$ cat config.mk
export PLATFORM = sky130hd
export DESIGN_NAME = spi_master
export DESIGN_NICKNAME = d
export VERILOG_FILES = /design/src/rtl/spi_master.sv
export SDC_FILE = /design/constraint.sdc
export NUM_CORES = 1
export LEC_CHECK = 0
export ABC_AREA = 0
export BUFFER_PORTS_ARGS = -buffer_cell sky130_fd_sc_hd__buf_4
export CORE_MARGIN = 4
export CORE_UTILIZATION = 40
export CTS_CLUSTER_DIAMETER = 60
export DETAILED_ROUTE_END_ITERATION = 8
export MAX_ROUTING_LAYER = met4
export PLACE_DENSITY = 0.65
export REMOVE_ABC_BUFFERS = 1
export SLEW_MARGIN = 20
export SYNTH_ARGS = -nofsm -noshare
export SYNTH_HDL_FRONTEND = slang
export SYNTH_SLANG_ARGS = --single-unit
$ cat constraint.sdc
create_clock -name clk -period 1.65 [get_ports clk]
set_clock_uncertainty 0.1 [all_clocks]
set_input_delay 0.0825 -clock clk [delete_from_list [all_inputs] [get_ports clk]]
set_output_delay 0.0825 -clock clk [all_outputs]
set_load 0.01 [all_outputs]
$ cat src/rtl/spi_master.sv
// SPI master: one addr/rw/data frame per start, MSB first.
// sclk idles low; miso sampled and mosi advanced on each sclk fall.
module spi_master #(
  parameter int CLK_DIV    = 4,
  parameter int ADDR_WIDTH = 7,
  parameter int DATA_WIDTH = 8
) (
  input  logic                  clk,
  input  logic                  reset,
  input  logic                  start,
  input  logic                  rw,
  input  logic [ADDR_WIDTH-1:0] addr,
  input  logic [DATA_WIDTH-1:0] wdata,
  output logic                  busy,
  output logic                  done,
  output logic [DATA_WIDTH-1:0] rdata,
  output logic                  sclk,
  output logic                  cs_n,
  output logic                  mosi,
  input  logic                  miso
);

  localparam int FW = ADDR_WIDTH + 1 + DATA_WIDTH;
  localparam int CW = $clog2(CLK_DIV + 1);
  localparam int BW = $clog2(FW + 1);
  localparam logic [CW-1:0] DLAST = CW'(CLK_DIV - 1);
  localparam logic [BW-1:0] BLAST = BW'(FW - 1);

  typedef enum logic [2:0] {
    IDLE, LOAD, SETUP, SHIFT, HOLD
  } state_t;

  state_t                state, stateN;
  logic [CW-1:0]         cnt, cntN;
  logic [BW-1:0]         bitCnt, bitN;
  logic [FW-1:0]         txSh, txN;
  logic [DATA_WIDTH-1:0] rxSh, rxN;
  logic                  rwQ, rwN;
  logic                  busyN, doneN;
  logic                  sclkN, csN, mosiN;
  logic [DATA_WIDTH-1:0] rdataN;

  always_ff @(posedge clk) begin
    if (reset) begin
      state  <= IDLE;
      cnt    <= '0;
      bitCnt <= '0;
      txSh   <= '0;
      rxSh   <= '0;
      rwQ    <= 1'b0;
      busy   <= 1'b0;
      done   <= 1'b0;
      rdata  <= '0;
      sclk   <= 1'b0;
      cs_n   <= 1'b1;
      mosi   <= 1'b0;
    end else begin
      state  <= stateN;
      cnt    <= cntN;
      bitCnt <= bitN;
      txSh   <= txN;
      rxSh   <= rxN;
      rwQ    <= rwN;
      busy   <= busyN;
      done   <= doneN;
      rdata  <= rdataN;
      sclk   <= sclkN;
      cs_n   <= csN;
      mosi   <= mosiN;
    end
  end

  always_comb begin
    stateN = state;
    cntN   = cnt;
    bitN   = bitCnt;
    txN    = txSh;
    rxN    = rxSh;
    rwN    = rwQ;
    busyN  = busy;
    doneN  = 1'b0;
    rdataN = rdata;
    sclkN  = sclk;
    csN    = cs_n;
    mosiN  = mosi;
    unique case (state)
      IDLE: begin
        if (start && !done) begin
          rwN    = rw;
          txN    = {addr, rw,
                    rw ? {DATA_WIDTH{1'b0}} : wdata};
          stateN = LOAD;
        end
      end
      LOAD: begin
        stateN = SETUP;
        csN    = 1'b0;
        busyN  = 1'b1;
        mosiN  = txSh[FW-1];
        cntN   = '0;
        bitN   = '0;
      end
      SETUP: begin
        if (cnt == DLAST) begin
          cntN   = '0;
          sclkN  = 1'b1;
          stateN = SHIFT;
        end else begin
          cntN = cnt + 1'b1;
        end
      end
      SHIFT: begin
        if (cnt == DLAST) begin
          cntN = '0;
          if (sclk) begin
            sclkN = 1'b0;
            rxN   = {rxSh[DATA_WIDTH-2:0], miso};
            txN   = txSh << 1;
            bitN  = bitCnt + 1'b1;
            if (bitCnt == BLAST) begin
              mosiN  = 1'b0;
              stateN = HOLD;
            end else begin
              mosiN = txSh[FW-2];
            end
          end else begin
            sclkN = 1'b1;
          end
        end else begin
          cntN = cnt + 1'b1;
        end
      end
      HOLD: begin
        if (cnt == DLAST) begin
          cntN   = '0;
          csN    = 1'b1;
          busyN  = 1'b0;
          doneN  = 1'b1;
          stateN = IDLE;
          if (rwQ) rdataN = rxSh;
        end else begin
          cntN = cnt + 1'b1;
        end
      end
      default: stateN = IDLE;
    endcase
  end

endmodule

# --- Word level (Yosys, flattened, before mapping) ---
# Cells that the tools add are included.
op_classes:
  add_sub_neg: 2
  multipliers: 0
  n_div: 0
  n_lt_le_gt_ge: 0
  n_eq_ne: 12
  shift: 0
  muxes: 29
  bitwise_logic: 1
  n_reduce_logical: 18
op_table:
  columns: ["op", "count"]
  rows:
  - ["16-bit 2-to-1 mux", 3]
  - ["16-bit case mux with 2 select lines", 1]
  - ["3-bit 2-to-1 mux", 7]
  - ["3-bit case mux with 5 select lines", 1]
  - ["2-bit != test, second input constant", 6]
  - ["3-bit AND reduction", 4]
  - ["5-bit 2-to-1 mux", 2]
  - ["5-bit case mux with 2 select lines", 1]
  - ["2-bit nonzero test", 5]
  - ["3-bit by 2-bit equality test with 1-bit output, second input constant", 3]
  - ["1-bit 2-to-1 mux", 8]
  - ["8-bit 2-to-1 mux", 1]
  - ["1-bit case mux with 2 select lines", 4]
  - ["3-bit case mux with 2 select lines", 1]
  - ["6-bit AND reduction", 1]
  - ["5-bit by 1-bit adder with 5-bit output, second input constant", 1]
  - ["5-bit by 4-bit equality test with 1-bit output, second input constant", 1]
  - ["2-bit AND reduction", 2]
  - ["4-bit AND reduction", 1]
  - ["3-bit by 1-bit adder with 3-bit output, second input constant", 1]
  - ["3-bit by 1-bit equality test with 1-bit output, second input constant", 1]
  - ["3-bit equality test, second input constant", 1]
  - ["3-bit zero test", 1]
  - ["3-bit OR reduction", 1]
  - ["4 further kinds", 4]
word_totals:
  reg_bits: 49
  latch_bits: 0
  mem_bits_rw: 0
  romBits: 0
  in_bits: 20
  wordCells: 74
  mem_count: 0

# --- Longest topological paths before layout ---
logic_depth:
  ltp_word: 5
  mapped_depth: 7
  depth_no_buf: 6

# --- Least setup slack after synthesis ---
# No wires, ideal clock.
synth_timing:
  kind: "register -> register"
  start: "register cnt[0]"
  end: "register rdata[0]"
  setup_time_ns: 0.128
  arrival_ns: 1.507
  required_time_ns: 1.422
  slack_ns: -0.085
  stages_incl_launch_ff: 8
  path_buffers: 2
  period_less_slack_ns: 1.735
  cell_sequence: "dfxtp_1 > ha_1 > nor2b_1 > clkbuf_1 > and4_1 > buf_4 > mux2i_1 > nor2_1"
synth_via:
  elab_chain_len: 2
synth_rtl:
  columns: ["element", "line_no", "text"]
  rows:
  - ["start: declaration", "34", "logic [CW-1:0] cnt, cntN;"]
  - ["start signal: assignment", "59", "cnt <= cntN;"]
  - ["3-bit by 2-bit equality test with 1-bit output", "134", "if (cnt == DLAST) begin"]
  - ["3-bit AND reduction (no line)", null, null]
  - ["end signal: assignment", "66", "rdata <= rdataN;"]
  - ["end: declaration", "16", "output logic [DATA_WIDTH-1:0] rdata,"]
# Every way passes these cells.
# A chain may end at the register's enable or synchronous reset.

# --- Final worst setup path ---
layout_timing:
  start: "register cnt[1]"
  end: "register txSh[8]"
layout_via:
  elab_chain_len: 3
layout_rtl:
  columns: ["element", "line_no", "text"]
  rows:
  - ["3-bit by 2-bit equality test with 1-bit output", "113", "if (cnt == DLAST) begin"]
  - ["2-bit != test (no line)", null, null]
  - ["4-bit AND reduction (no line)", null, null]
  - ["end signal: assignment", "61", "txSh <= txN;"]
  - ["end: declaration", "36", "logic [FW-1:0] txSh, txN;"]
# Every way passes these cells.

==> results.md <==
- Outcome: finished, final reports clean
- CP required: 1720 ps
- Grt total ovfl: 0
- All-Layer GR Usage: 0.144
- Clock sinks: 49
- Fin nets: 332
- Max Freq: 616 MHz
- DRT Pass-1 Iters: 4
- Arrival @ worst endpoint: 1690 ps
- Post-synthesis simple-gate area fraction: 0.236
- Fin. Hold Viols: 0
- Worst-path maximum fanout: 8
- Sequential power share: 0.408
- Area used by multi-input combinational logic: 1240 sq um
- Synth area leader: dfxtp_1
- RSZ-0062 raised after global routing: yes
- Vias/cell: 5.14
- Post-route minimum period: 1620 ps
- Adder-cell share of the synthesized area: 0.0164
- Root Driver: clkbuf_8
- Cell area after layout: 3050 sq um
- MaxCap Viol Count: 0
- Diode count: 0
- GP Congestion: 0.786
- Post-Synth XOR/XNOR Area: 0.00768
- Largest family of logic cells by synthesized area: simple AND/OR/NAND/NOR gates
- Yosys Warn Count: 0
- CP endpoint kind: register
- Chip Width: 83.5 microns
- Post-synthesis cell type count: 42
- R2R depth: 6
- WS Path Type: register to register
- Clk Latency, worst-skew pair: 300 ps
- Starting Density: 0.414
- Clk network pwr share: 0.249
- Share of layout cells above drive strength 1: 0.313
- Final cell count without fillers: 382
- CTS HTree Levels: 2
- Synth top cells by count: dfxtp_1 (49), nand2_1 (45), nor2_1 (37)
- Area growth from synthesis to layout: 33.6%
- Type of origin of the critical path: register
- Avg Synthesized Cell Area: 8.78 sq um
- Worst r2r src: cnt[1]$_SDFFE_PP0P_
- Routed wire per std cell: 12.8 microns
- Multiplexer share of the synthesized area: 0.0444
- Row count: 27
- Die area: 6980 sq um
- Inst Count DP: 359
- P_int: 2.46 mW
- Post-synthesis sequential area ratio: 0.430
- Synth top area share: 0.430
- Static Leak: 1.15 nW
- Period utilization: 0.984
- Register clock-pin slew on the reported worst setup and hold paths: 90 ps
- CTS tree: yes
- WHS Endpoint: txSh[0]$_SDFFE_PP0P_
- Complex-gate fraction of the synthesized area: 0.208
- Most used flip-flop cell after synthesis: dfxtp_1
- DR DRC count: 0
- Mapped cell area: 2280 sq um
- Via count: 1,963
- Number of synthesized flops with an enable pin: 0
- Comb pwr share: 0.343
- First-pass GRT wire length: 8310 microns
- Hold Path Class: input port to register
- Hold Path Depth: 4
- R2R setup slack: 30 ps
- FFs w/ async S/R, synth: 0
- Worst-margin pin slew: 509 ps
- I/O Pins: 33
- CTS max path bufs: 2
- FF-to-FF End: txSh[8]$_SDFFE_PP0P_
- Final Core Density: 0.554
- Final Setup Violations: 0
- Num CTS Buffers: 5
- Die Y: 83.5 microns
- Slew Viols, Final: 0
- Worst hold start: wdata[0]
- Initial DRC Count: 113
- Routed WL: 4890 microns
- Number of global-route vias before repair: 1,862
- DP Wirelength: 3070 microns
- Total power: 3.57 mW
- Peak supply drop: 628 uV
- Initial antenna violation count: 0
- Placed instance area: 2650 sq um
- Post-Synthesis Cells: 260
- Count leader, synth: dfxtp_1
- # fillers: 483
- Psw: 1.11 mW
- #FFs+latches synth: 49
- PortBufs: 32
- Largest cells by area after synthesis: dfxtp_1 (43%), nand2_1 (7.4%), nor2_1 (6.1%)
- Core Footprint: 5510 sq um
- Largest net degree at the start of global routing: 40
- Post-route ant nets: 0
- Worst slew margin: 0.661
- Pwr dens: 1170 nW/um^2
- Net Sw Frac: 0.310
- Register Area: 991 sq um
layout by cell type (no fill, tap or decap), drive strengths merged, types with 3 or more instances in the layout:
| cell | n |
|---|---|
| clkbuf | 8 |
| buf | 52 |
| a211oi | 9 |
| a21oi | 23 |
| a31oi | 3 |
| mux2i | 9 |
| inv | 3 |
| o21ai | 3 |
| or3 | 3 |
| nor3b | 10 |
| nand2 | 45 |
| dlygate4sd3 | 9 |
| nor2b | 3 |
| a311oi | 8 |
| nor3 | 5 |
| ha | 3 |
| dfxtp | 49 |
| nor2 | 37 |
sequential cells by signal, summed over array words and instances, names as in the netlist:
register / cells
cnt: 3
rxSh: 8
bitCnt: 5
rwQ: 1
mosi: 1
rdata: 8
busy: 1
cs_n: 1
done: 1
txSh: 16
sclk: 1
state: 3
routing by layer:
metal  wire length, microns  global-route usage
met1                   2310               0.182
met2                   2370               0.236
met3                    125              0.0267
met4                     89              0.0409
met5                      0                   -
how the worst max path moves through the flow:
stage                       endpoint              startpoint
2_1_floorplan  txSh[10]$_SDFFE_PP0P_   state[1]$_SDFFE_PP0P_
3_3_place_gp   state[0]$_SDFFE_PP0P_  bitCnt[1]$_SDFFE_PP0P_
3_5_place_dp   state[0]$_SDFFE_PP0P_  bitCnt[0]$_SDFFE_PP0P_
4_1_cts        txSh[14]$_SDFFE_PP0P_     cnt[1]$_SDFFE_PP0P_
5_1_grt         txSh[8]$_SDFFE_PP0P_     cnt[1]$_SDFFE_PP0P_
6_report        txSh[8]$_SDFFE_PP0P_     cnt[1]$_SDFFE_PP0P_
worst max-delay path: stages, from the launching register on:
cell and delay [ps]:
dfxtp_4 370, ha_4 140, nand3b_1 170, o22ai_4 320, buf_6 170, buf_16 130, a311oi_2 90
stage by stage:
step	hold WS (ps)	worst slack [ps]	TNS (ps)
finish	113	26.5	0
detailed placement	253	-61.5	-61.5
CTS	120	7.57	0
global route	142	-52.0	-468
global placement	255	-33.0	-33.0
floorplan	47.1	-397	-10320
power by group through the flow:
stage	combinational (mW)	clock (mW)	sequential (mW)
after floorplan	0.596	0	1.50
after global placement	0.983	0	1.46
after detailed placement	1.01	0	1.47
after CTS	1.11	0.916	1.44
after global routing	1.36	0.957	1.48
final	1.23	0.888	1.46
layout make-up:
cell class                      instances  area share
Clock inverter                          2      0.0123
Tap cell                               72      0.0295
Timing Repair Buffer                   63       0.195
Inverter                                3     0.00369
Sequential cell                        49       0.325
Multi-Input combinational cell        187       0.407
Clock buffer                            6      0.0271
cells by family (layout without fill, tap and decap cells):
group / Yosys count / in the layout
buffers and inverters: 24 / 74
AO/OA/AOI/OAI: 58 / 58
multiplexers: 10 / 10
adder cells (fa/ha/maj): 3 / 3
AND/OR/NAND/NOR: 114 / 114
flip-flops: 49 / 49
XOR/XNOR: 2 / 2
timing repair:
item | CTS | global route
setup endpoints to repair | 4 | 36
pin swaps | 2 | 14
gates cloned | 1 | 2
gates resized for setup | 7 | 20
hold buffers | 9 | 0
hold endpoints to repair | 9 | 0
buffers inserted | 0 | 3
(Power assumes the default switching activity.)
